File: config.mk
export PLATFORM = sky130hd
export DESIGN_NAME = lfsr_rand_gen
export DESIGN_NICKNAME = d
export VERILOG_FILES = /design/src/rtl/lfsr_rand_gen.sv
export SDC_FILE = /design/constraint.sdc
export NUM_CORES = 1
export LEC_CHECK = 0
export ABC_AREA = 1
export BUFFER_PORTS_ARGS = -buffer_cell sky130_fd_sc_hd__buf_2
export CORE_MARGIN = 3
export CORE_UTILIZATION = 52
export CTS_CLUSTER_DIAMETER = 200
export DETAILED_ROUTE_END_ITERATION = 12
export GPL_TIMING_DRIVEN = 1
export PLACE_DENSITY = 0.74
export SYNTH_ARGS = -nofsm -noshare
export SYNTH_HDL_FRONTEND = slang
export SYNTH_SLANG_ARGS = --single-unit
export TNS_END_PERCENT = 20
File: constraint.sdc
create_clock -name i_clk -period 1.8 [get_ports i_clk]
set_input_delay 0.27 -clock i_clk [delete_from_list [all_inputs] [get_ports i_clk]]
set_output_delay 0.27 -clock i_clk [all_outputs]
set_load 0.02 [all_outputs]
File: src/rtl/lfsr_rand_gen.sv
// ---------------------------------------------------------------------------
// lfsr_rand_gen
//
// Multi-channel pseudo-random number generator. Each channel owns a 16-bit
// Galois LFSR (x^16 + x^14 + x^13 + x^11 + 1). A channel exposes the low WIDTH
// bits of its register each time it steps. It runs a small IDLE/RUN/HOLD
// state machine that is independent of the other channels.
//
// Parameters
//   WIDTH     output bits per channel (1..16)
//   CHANNELS  number of independent generator channels (1..8)
//   BURST     0 = free-running, N > 0 = channel stops itself after N outputs
//
// Ports
//   i_clk         sole clock, all state changes on the rising edge
//   i_rst_n       synchronous active-low reset
//   i_start       per-channel start/resume request (level sampled)
//   i_stop        per-channel pause request
//   i_seed_load   per-channel seed load strobe
//   i_seed        seed shared by all channels (0 selects the channel default)
//   o_random_out  channel c output at bits [c*WIDTH +: WIDTH]
//   o_valid       channel c produced a fresh value this cycle
//   o_busy        channel c is in RUN
//   o_done        one-cycle pulse when channel c finishes a burst
// ---------------------------------------------------------------------------
module lfsr_rand_gen #(
    parameter int WIDTH    = 4,
    parameter int CHANNELS = 2,
    parameter int BURST    = 0
) (
    input  logic                      i_clk,
    input  logic                      i_rst_n,
    input  logic [CHANNELS-1:0]       i_start,
    input  logic [CHANNELS-1:0]       i_stop,
    input  logic [CHANNELS-1:0]       i_seed_load,
    input  logic [15:0]               i_seed,
    output logic [CHANNELS*WIDTH-1:0] o_random_out,
    output logic [CHANNELS-1:0]       o_valid,
    output logic [CHANNELS-1:0]       o_busy,
    output logic [CHANNELS-1:0]       o_done
);

    typedef enum logic [1:0] {
        ST_IDLE = 2'd0,
        ST_RUN  = 2'd1,
        ST_HOLD = 2'd2
    } state_t;

    localparam logic [15:0] BURST_LEN = 16'(BURST);
    localparam bit          BURST_ON  = (BURST > 0);

    // One Galois step: shift right, fold the taps back in when a 1 falls out.
    function automatic logic [15:0] lfsr_step(input logic [15:0] s);
        return (s >> 1) ^ (s[0] ? 16'hB400 : 16'h0000);
    endfunction

    for (genvar c = 0; c < CHANNELS; c++) begin : g_chan

        // Channels get distinct default seeds so that they do not march in
        // lock-step after reset.
        localparam logic [15:0] DEFAULT_SEED = 16'hACE1 ^ 16'(c);

        state_t           state, state_next;
        logic [15:0]      lfsr, lfsr_next;
        logic [15:0]      count, count_next;
        logic [15:0]      count_base;
        logic [WIDTH-1:0] rand_q, rand_next;
        logic             valid_q, valid_next;
        logic             done_q, done_next;
        logic [15:0]      stepped;
        logic             burst_complete;
        logic             produce;

        assign stepped = lfsr_step(lfsr);

        // A HOLD reached by finishing a burst leaves count == BURST; a HOLD
        // reached via i_stop always has count < BURST. That distinction is
        // what decides whether a restart continues or begins a new burst.
        assign burst_complete = BURST_ON && (count == BURST_LEN);

        // Next-state logic. Priority is seed load, then stop, then start, then
        // burst completion. While o_done is pulsing the channel refuses to
        // restart, so the cycle after a finished burst always shows
        // o_valid = 0 and o_done = 0 even with i_start held.
        always_comb begin
            state_next = state;
            lfsr_next  = lfsr;
            count_next = count;
            count_base = count;
            rand_next  = rand_q;
            valid_next = 1'b0;
            done_next  = 1'b0;
            produce    = 1'b0;

            if (i_seed_load[c]) begin
                lfsr_next  = (i_seed == 16'd0) ? DEFAULT_SEED : i_seed;
                state_next = ST_IDLE;
                count_next = 16'd0;
            end else begin
                case (state)
                    ST_RUN: begin
                        if (i_stop[c]) begin
                            state_next = ST_HOLD;
                        end else begin
                            produce = 1'b1;
                        end
                    end
                    ST_IDLE, ST_HOLD: begin
                        if (i_start[c] && !i_stop[c] && !done_q) begin
                            produce = 1'b1;
                            if (state == ST_IDLE || burst_complete) begin
                                count_base = 16'd0;
                            end
                        end
                    end
                    default: begin
                        state_next = ST_IDLE;
                    end
                endcase
            end

            if (produce) begin
                lfsr_next  = stepped;
                rand_next  = stepped[WIDTH-1:0];
                valid_next = 1'b1;
                state_next = ST_RUN;
                if (BURST_ON) begin
                    count_next = count_base + 16'd1;
                    if (count_next == BURST_LEN) begin
                        done_next  = 1'b1;
                        state_next = ST_HOLD;
                    end
                end
            end
        end

        // State and output registers. Reset wins over every other input.
        always_ff @(posedge i_clk) begin
            if (!i_rst_n) begin
                state   <= ST_IDLE;
                lfsr    <= DEFAULT_SEED;
                count   <= 16'd0;
                rand_q  <= '0;
                valid_q <= 1'b0;
                done_q  <= 1'b0;
            end else begin
                state   <= state_next;
                lfsr    <= lfsr_next;
                count   <= count_next;
                rand_q  <= rand_next;
                valid_q <= valid_next;
                done_q  <= done_next;
            end
        end

        assign o_random_out[c*WIDTH +: WIDTH] = rand_q;
        assign o_valid[c]                     = valid_q;
        assign o_done[c]                      = done_q;
        assign o_busy[c]                      = (state == ST_RUN);

    end

endmodule

==> results of run 1 <==
cells by family (layout without fill, tap and decap cells):
group | count (synthesis) | in the layout
AOI/OAI and AO/OA | 20 | 20
DFF | 46 | 46
buffers and inverters | 58 | 87
xor gates and xnor gates | 6 | 6
and+or+nand+nor | 198 | 198
other | 1 | 2
worst max-delay path, stage by stage (launching register included):
cell	delay, ns
dfxtp_1	0.39
nand2_1	0.10
inv_1	0.08
buf_2	0.16
how the worst min path moves through the flow:
stage / startpoint / to / slack, ns
floorplan: i_seed[0] / g_chan[1].lfsr[0] / 0.41
global placement: g_chan[0].state[1] / g_chan[0].state[1] / 0.45
detailed placement: g_chan[0].rand_q[2] / g_chan[0].rand_q[2] / 0.46
CTS: i_stop[1] / g_chan[1].state[1] / 0.23
global route: i_stop[1] / g_chan[1].state[1] / 0.23
finish: i_stop[1] / g_chan[1].state[1] / 0.23
registers in the layout (all words and copies together), names as in the netlist:
| register | flops |
|---|---|
| g_chan.lfsr | 32 |
| g_chan.rand_q | 8 |
| g_chan.state | 4 |
| g_chan.valid_q | 2 |
final cells by class:
type | count | share of cell area [%]
inverters | 41 | 6.27
clock inverters | 2 | 1.50
repair buffers | 38 | 7.92
flip-flops and latches | 46 | 36.9
well taps | 50 | 2.51
clock buffers | 6 | 2.91
multi-input cells | 226 | 42.0
cell usage in the layout (no fill, tap or decap):
master / Yosys / layout
nand3_2: 6 / 6
xnor2_1: 5 / 5
a21oi_2: 2 / 2
clkbuf_8: 0 / 5
nor2_4: 1 / 1
nor2_1: 26 / 26
dfxtp_1: 46 / 46
inv_1: 32 / 32
nand2_2: 8 / 8
inv_2: 8 / 8
bufinv_16: 0 / 1
nor2_2: 2 / 2
clkinvlp_4: 0 / 1
nand4_1: 10 / 10
a21oi_1: 15 / 15
clkbuf_1: 3 / 1
inv_4: 1 / 1
nand3_1: 23 / 23
nand2_1: 121 / 121
xor2_1: 1 / 1
nand3_4: 1 / 1
o21ai_0: 3 / 3
conb_1: 1 / 2
buf_2: 3 / 35
buf_4: 6 / 3
metal layers:
metal / track usage, % / vias up / routed length [µm]
met5: 0 / - / 0
met2: 31.0 / 51 / 1980
li1: - / 1067 / -
met3: 4.91 / 6 / 297
met4: 4.38 / 0 / 46
met1: 26.6 / 879 / 2300
power groups by stage:
stage	Combinational [mW]	Clock (mW)	Sequential [mW]
final	0.292	0.759	1.12
after global routing	0.337	0.804	1.13
after CTS	0.293	0.771	1.12
after detailed placement	0.292	0	1.14
after global placement	0.288	0	1.14
after floorplan	0.229	0	1.13
per-stage QoR:
| stage | setup slack (ns) | area (µm²) | hold slack [ns] | std cells |
|---|---|---|---|---|
| after floorplan | 0.761 | 2250 | 0.411 | 330 |
| after global placement | 0.487 | 2390 | 0.450 | 401 |
| after detailed placement | 0.421 | 2390 | 0.455 | 401 |
| after CTS | 0.511 | 2500 | 0.227 | 409 |
| after global routing | 0.381 | 2500 | 0.230 | 409 |
| final | 0.510 | 2500 | 0.226 | 409 |
==> flow_summary.toml, run 1 <==
[run_status]
outcome = "finished clean"

[yosys]
synth.top_cell.area_share_pct = 41.0
synth_compound_gate_area_share_pct = 4.79
ys.flop_type = "dfxtp_1"
post-synth-top-area-cell = "dfxtp_1"
synth.distinct_cells = 25
ys_seq_area_share_pct = 41.0
post_synth_edffs = 0
syn_area_per_cell_um2 = 6.83
postSynth.asyncResetShare_pct = 0
main_combinational_cell_family_by_area_after_synthesis = "simple AND/OR/NAND/NOR gates"
synth.area.top_cells = "dfxtp_1 (41%), nand2_1 (20%), inv_1 (5.3%)"
mux_share_of_post_synthesis_cell_area_pct = 0
synth_xor_xnor_area_share_pct = 2.34
synth_simple_gate_area_share_pct = 39.2
synth.cells.most_frequent = "nand2_1 (121), dfxtp_1 (46), inv_1 (32)"
synth_seq_cells = 46
yosysWarnings = 0
yosys.area_share.adder_pct = 0
synth_cells = 329
synth_area_um2 = 2250
most_used_standard_cell_by_instance_count_after_synthesis = "nand2_1"

[hold_path]
hold_path_depth = 3
holdCritPathClass = "input port to flip-flop"

[setup_path]
critPathArrivalTime_ns = 1.02
timing.reg2reg.worst_path_depth = 8
endpoint_of_the_worst_register_to_register_path = "g_chan[1].lfsr[3]"
crit_start = "g_chan[1].state[0]"
critical_path.endpoint_type = "output port"
path_max_fanout = 3
criticalPathCategory = "flip-flop to output port"
startpoint_type = "flip-flop"
rr_startpoint = "g_chan[1].state[0]"
reg2reg_setup_slack_ns = 0.53
critPathRequiredTime_ns = 1.53
cp-endpoint = "o_busy[1]"

[global_route]
number_of_global_route_vias_before_repair = 1860
grt_util_all_layers_pct = 19.4
grt_pass1_wl_um = 8040
grt_max_degree = 18
antenna_found_initial = 0
globalRoute.totalOverflow = 0

[floorplan]
initial_core_utilization_pct = 55.0
placeableCoreArea_um2 = 4090
dieHeight_um = 71.7
die_w_um = 71.7
ioPinCount = 38
area_enclosed_by_the_die_boundary_um2 = 5150
row_count = 23

[timing]
final-setup-viol-count = 0
timing.final.max_slew_violations = 0
rsz_0062_raised_after_global_routing = "no"
layout_worst_path_cycle_share_pct = 71.7
report.final.hold_viol_count = 0
max_freq_mhz = 775
setup-tns-final_ns = 0
timing.final.crit_period_ns = 1.29
timing.clock.skew_ns = 0.0134

[power_and_ir_drop]
power.static_leakage_nw = 1.29
p_int_mw = 1.60
share_comb_of_total_power_pct = 13.4
ir_worst_vdd_v = 0.000561
powerDensity_nw_per_um2 = 869
clock_power_share_pct = 35.0
switchingPower_mw = 0.566
power_switching_share_pct = 26.1
finalPower_mw = 2.17
p_seq_share_pct = 51.6

[drt]
post_drt_wl_per_cell_um = 11.3
drtPass1Iterations = 4
routed_wirelength_um = 4620
drc_errors = 0
route.vias.total = 2003
drt-initial-drc-count = 132
detail-route-antenna-nets = 0
viasPerCell = 4.90

[clock_network]
ctsRootBufferMaster = "clkbuf_8"
clkTransAtPathRegs_ns = 0.09
tritoncts = "built"
cts-htree-levels = 2
worstSkewPairLatency_ns = 0.30
cts_resized = 0
post-cts-setup-buffer-count = 0
cts.path.max_buffers = 2
clkSinkCount = 46
cts_inserted_buffers = 5
holdBufCountCts = 0

[placed_design]
detailed_place_hpwl_um = 3410
i_o_buffers = 35
place_congestion = 0.883

[layout]
drive_gt1_share_pct = 20.6
area_grow_syn2layout_pct = 11.1
fillCellCount = 403
nets = 382
diodes = 0
register_area_um2 = 921
final_util_pct = 61.1
multi_input_comb_area_um2 = 1050

[job]
count_of_maximum_capacitance_violations = 0
Note: power is estimated with default switching activity, not from simulation.
==> inputs of run 2 (changes only) <==
- clock period: 1.8 -> 1.33 ns (I/O delays scaled with it)
==> run 2 against run 1 <==
  * Critical path depth increased by 4
  * Sequential share of layout area shrank 0.42 points
  * Clock power increased by 16%
  * Total power up 29%
  * Sequential power up 35%
  * Count of clock-buffer cells in the layout rose by 1
  * Final area grew 1.2%
  * First-iteration DRC count fell by 21%
  * Via count is 0.15% higher
  * Register-to-register slack got worse by 0.42 ns
  * Final cell count up 1.5%
  * Largest power group unchanged
  * Highest routed layer unchanged
==> flow_summary.toml, run 2 (synthesis gave the netlist of run 1 again) <==
[drt]
detail-route-antenna-nets = 0
drc_errors = 0
routed_wirelength_um = 4700
drtPass1Iterations = 4
viasPerCell = 4.83
route.vias.total = 2006
post_drt_wl_per_cell_um = 11.3
drt-initial-drc-count = 104

[layout]
drive_gt1_share_pct = 21.9
layout.cells.most_common = "nand2_1"
area_grow_syn2layout_pct = 12.4
largest_register_ff_count = 32
nets = 388
post-route-cell-area_um2 = 2520
diodes = 0
layout_common_cells = "nand2_1 (121), dfxtp_1 (46), buf_2 (35)"
top_regs = "g_chan.lfsr x32, g_chan.rand_q x8, g_chan.state x4"
final_util_pct = 61.8
register_name_with_the_most_flops = "g_chan.lfsr"

[floorplan]
die_w_um = 71.7
dieHeight_um = 71.7
area_enclosed_by_the_die_boundary_um2 = 5150
placeableCoreArea_um2 = 4090
row_count = 23
initial_core_utilization_pct = 55.0
ioPinCount = 38

[clock_network]
cts-htree-levels = 2
worstSkewPairLatency_ns = 0.29
ctsRootBufferMaster = "clkbuf_8"
post-cts-setup-buffer-count = 0
tritoncts = "built"
clkTransAtPathRegs_ns = 0.09
cts.path.max_buffers = 2
cts_resized = 0
cts_inserted_buffers = 5
holdBufCountCts = 0
clkSinkCount = 46

[timing]
rsz_0062_raised_after_global_routing = "no"
timing.final.crit_period_ns = 1.22
layout_worst_path_cycle_share_pct = 91.4
max_freq_mhz = 822
timing.final.max_slew_violations = 0
final-setup-viol-count = 0
report.final.hold_viol_count = 0
timing.clock.skew_ns = 0.00856
setup-tns-final_ns = 0

[setup_path]
critPathArrivalTime_ns = 1.40
path_max_fanout = 14
startpoint_type = "flip-flop"
criticalPathCategory = "flip-flop to flip-flop"
critPathRequiredTime_ns = 1.52
critical_path.endpoint_type = "flip-flop"

[placed_design]
detailed_place_hpwl_um = 3510
placedInstanceArea_um2 = 2430
i_o_buffers = 35
place_congestion = 0.833

[global_route]
grt_max_degree = 17
grt_util_all_layers_pct = 19.3
antenna_found_initial = 0
globalRoute.totalOverflow = 0
grt_pass1_wl_um = 7900
number_of_global_route_vias_before_repair = 1794

[hold_path]
holdCritPathClass = "input port to flip-flop"

[power_and_ir_drop]
powerDensity_nw_per_um2 = 1110
p_seq_share_pct = 54.0
power.static_leakage_nw = 1.32
finalPower_mw = 2.80
share_comb_of_total_power_pct = 14.7
clock_power_share_pct = 31.3
ir_worst_vdd_v = 0.000438
switchingPower_mw = 0.759
power_switching_share_pct = 27.1
p_int_mw = 2.04

[run_status]
outcome = "finished clean"

[job]
count_of_maximum_capacitance_violations = 0
run 2: cell count changes in the layout (fill, tap and decap cells not counted), sizes merged:
cell | before | now
buf | 38 | 44
bufinv | 1 | 0
clkbuf | 6 | 7
clkinv | 0 | 1
clkinvlp | 1 | 0
run 2: per-stage QoR:
step / worst slack (ns) / hold WS [ns] / cells
6_report: 0.114 / 0.165 / 415
5_1_grt: 0.000808 / 0.179 / 415
4_1_cts: 0.115 / 0.158 / 415
3_5_place_dp: 0.133 / 0.452 / 407
3_3_place_gp: 0.158 / 0.448 / 407
2_1_floorplan: 0.291 / 0.340 / 330
run 2: cell type report:
type | instances | area [µm²]
clock buffer | 7 | 86.3
inverter | 41 | 159
clock inverter | 1 | 5.00
multi-input combinational | 226 | 1050
tap | 50 | 62.6
sequential | 46 | 921
fill | 411 | 1560
timing repair buffer | 44 | 243
run 2: critical path: stages (launching register included):
cell     delay, ns
dfxtp_1       0.38
inv_2         0.06
nand3_1       0.08
nand3_2       0.08
inv_2         0.20
nand2_1       0.15
nor2_1        0.11
a21oi_1       0.04
run 2: power by group through the flow:
stage / Sequential [mW] / Combinational [mW] / Clock, mW
2_1_floorplan: 1.53 / 0.310 / 0
3_3_place_gp: 1.54 / 0.403 / 0
3_5_place_dp: 1.54 / 0.411 / 0
4_1_cts: 1.51 / 0.413 / 0.895
5_1_grt: 1.52 / 0.467 / 0.961
6_report: 1.51 / 0.412 / 0.877
run 2: worst paths after layout:
kind	slack [ns]	depth (start not counted)	end	from
worst min-delay path	0.17	3	g_chan[1].state[1]	i_stop[1]
worst max-delay path	0.11	7	g_chan[0].lfsr[13]	g_chan[0].state[0]
worst max register to register	0.11	7	g_chan[0].lfsr[13]	g_chan[0].state[0]
worst min register to register	0.46	2	g_chan[1].rand_q[2]	g_chan[1].rand_q[2]
run 2: layer usage:
layer | track usage, % | wire (µm) | up-vias
met5 | 0 | 0 | -
met4 | 6.89 | 57 | 0
met3 | 2.95 | 239 | 5
met2 | 30.0 | 2090 | 50
met1 | 27.3 | 2320 | 872
li1 | - | - | 1079
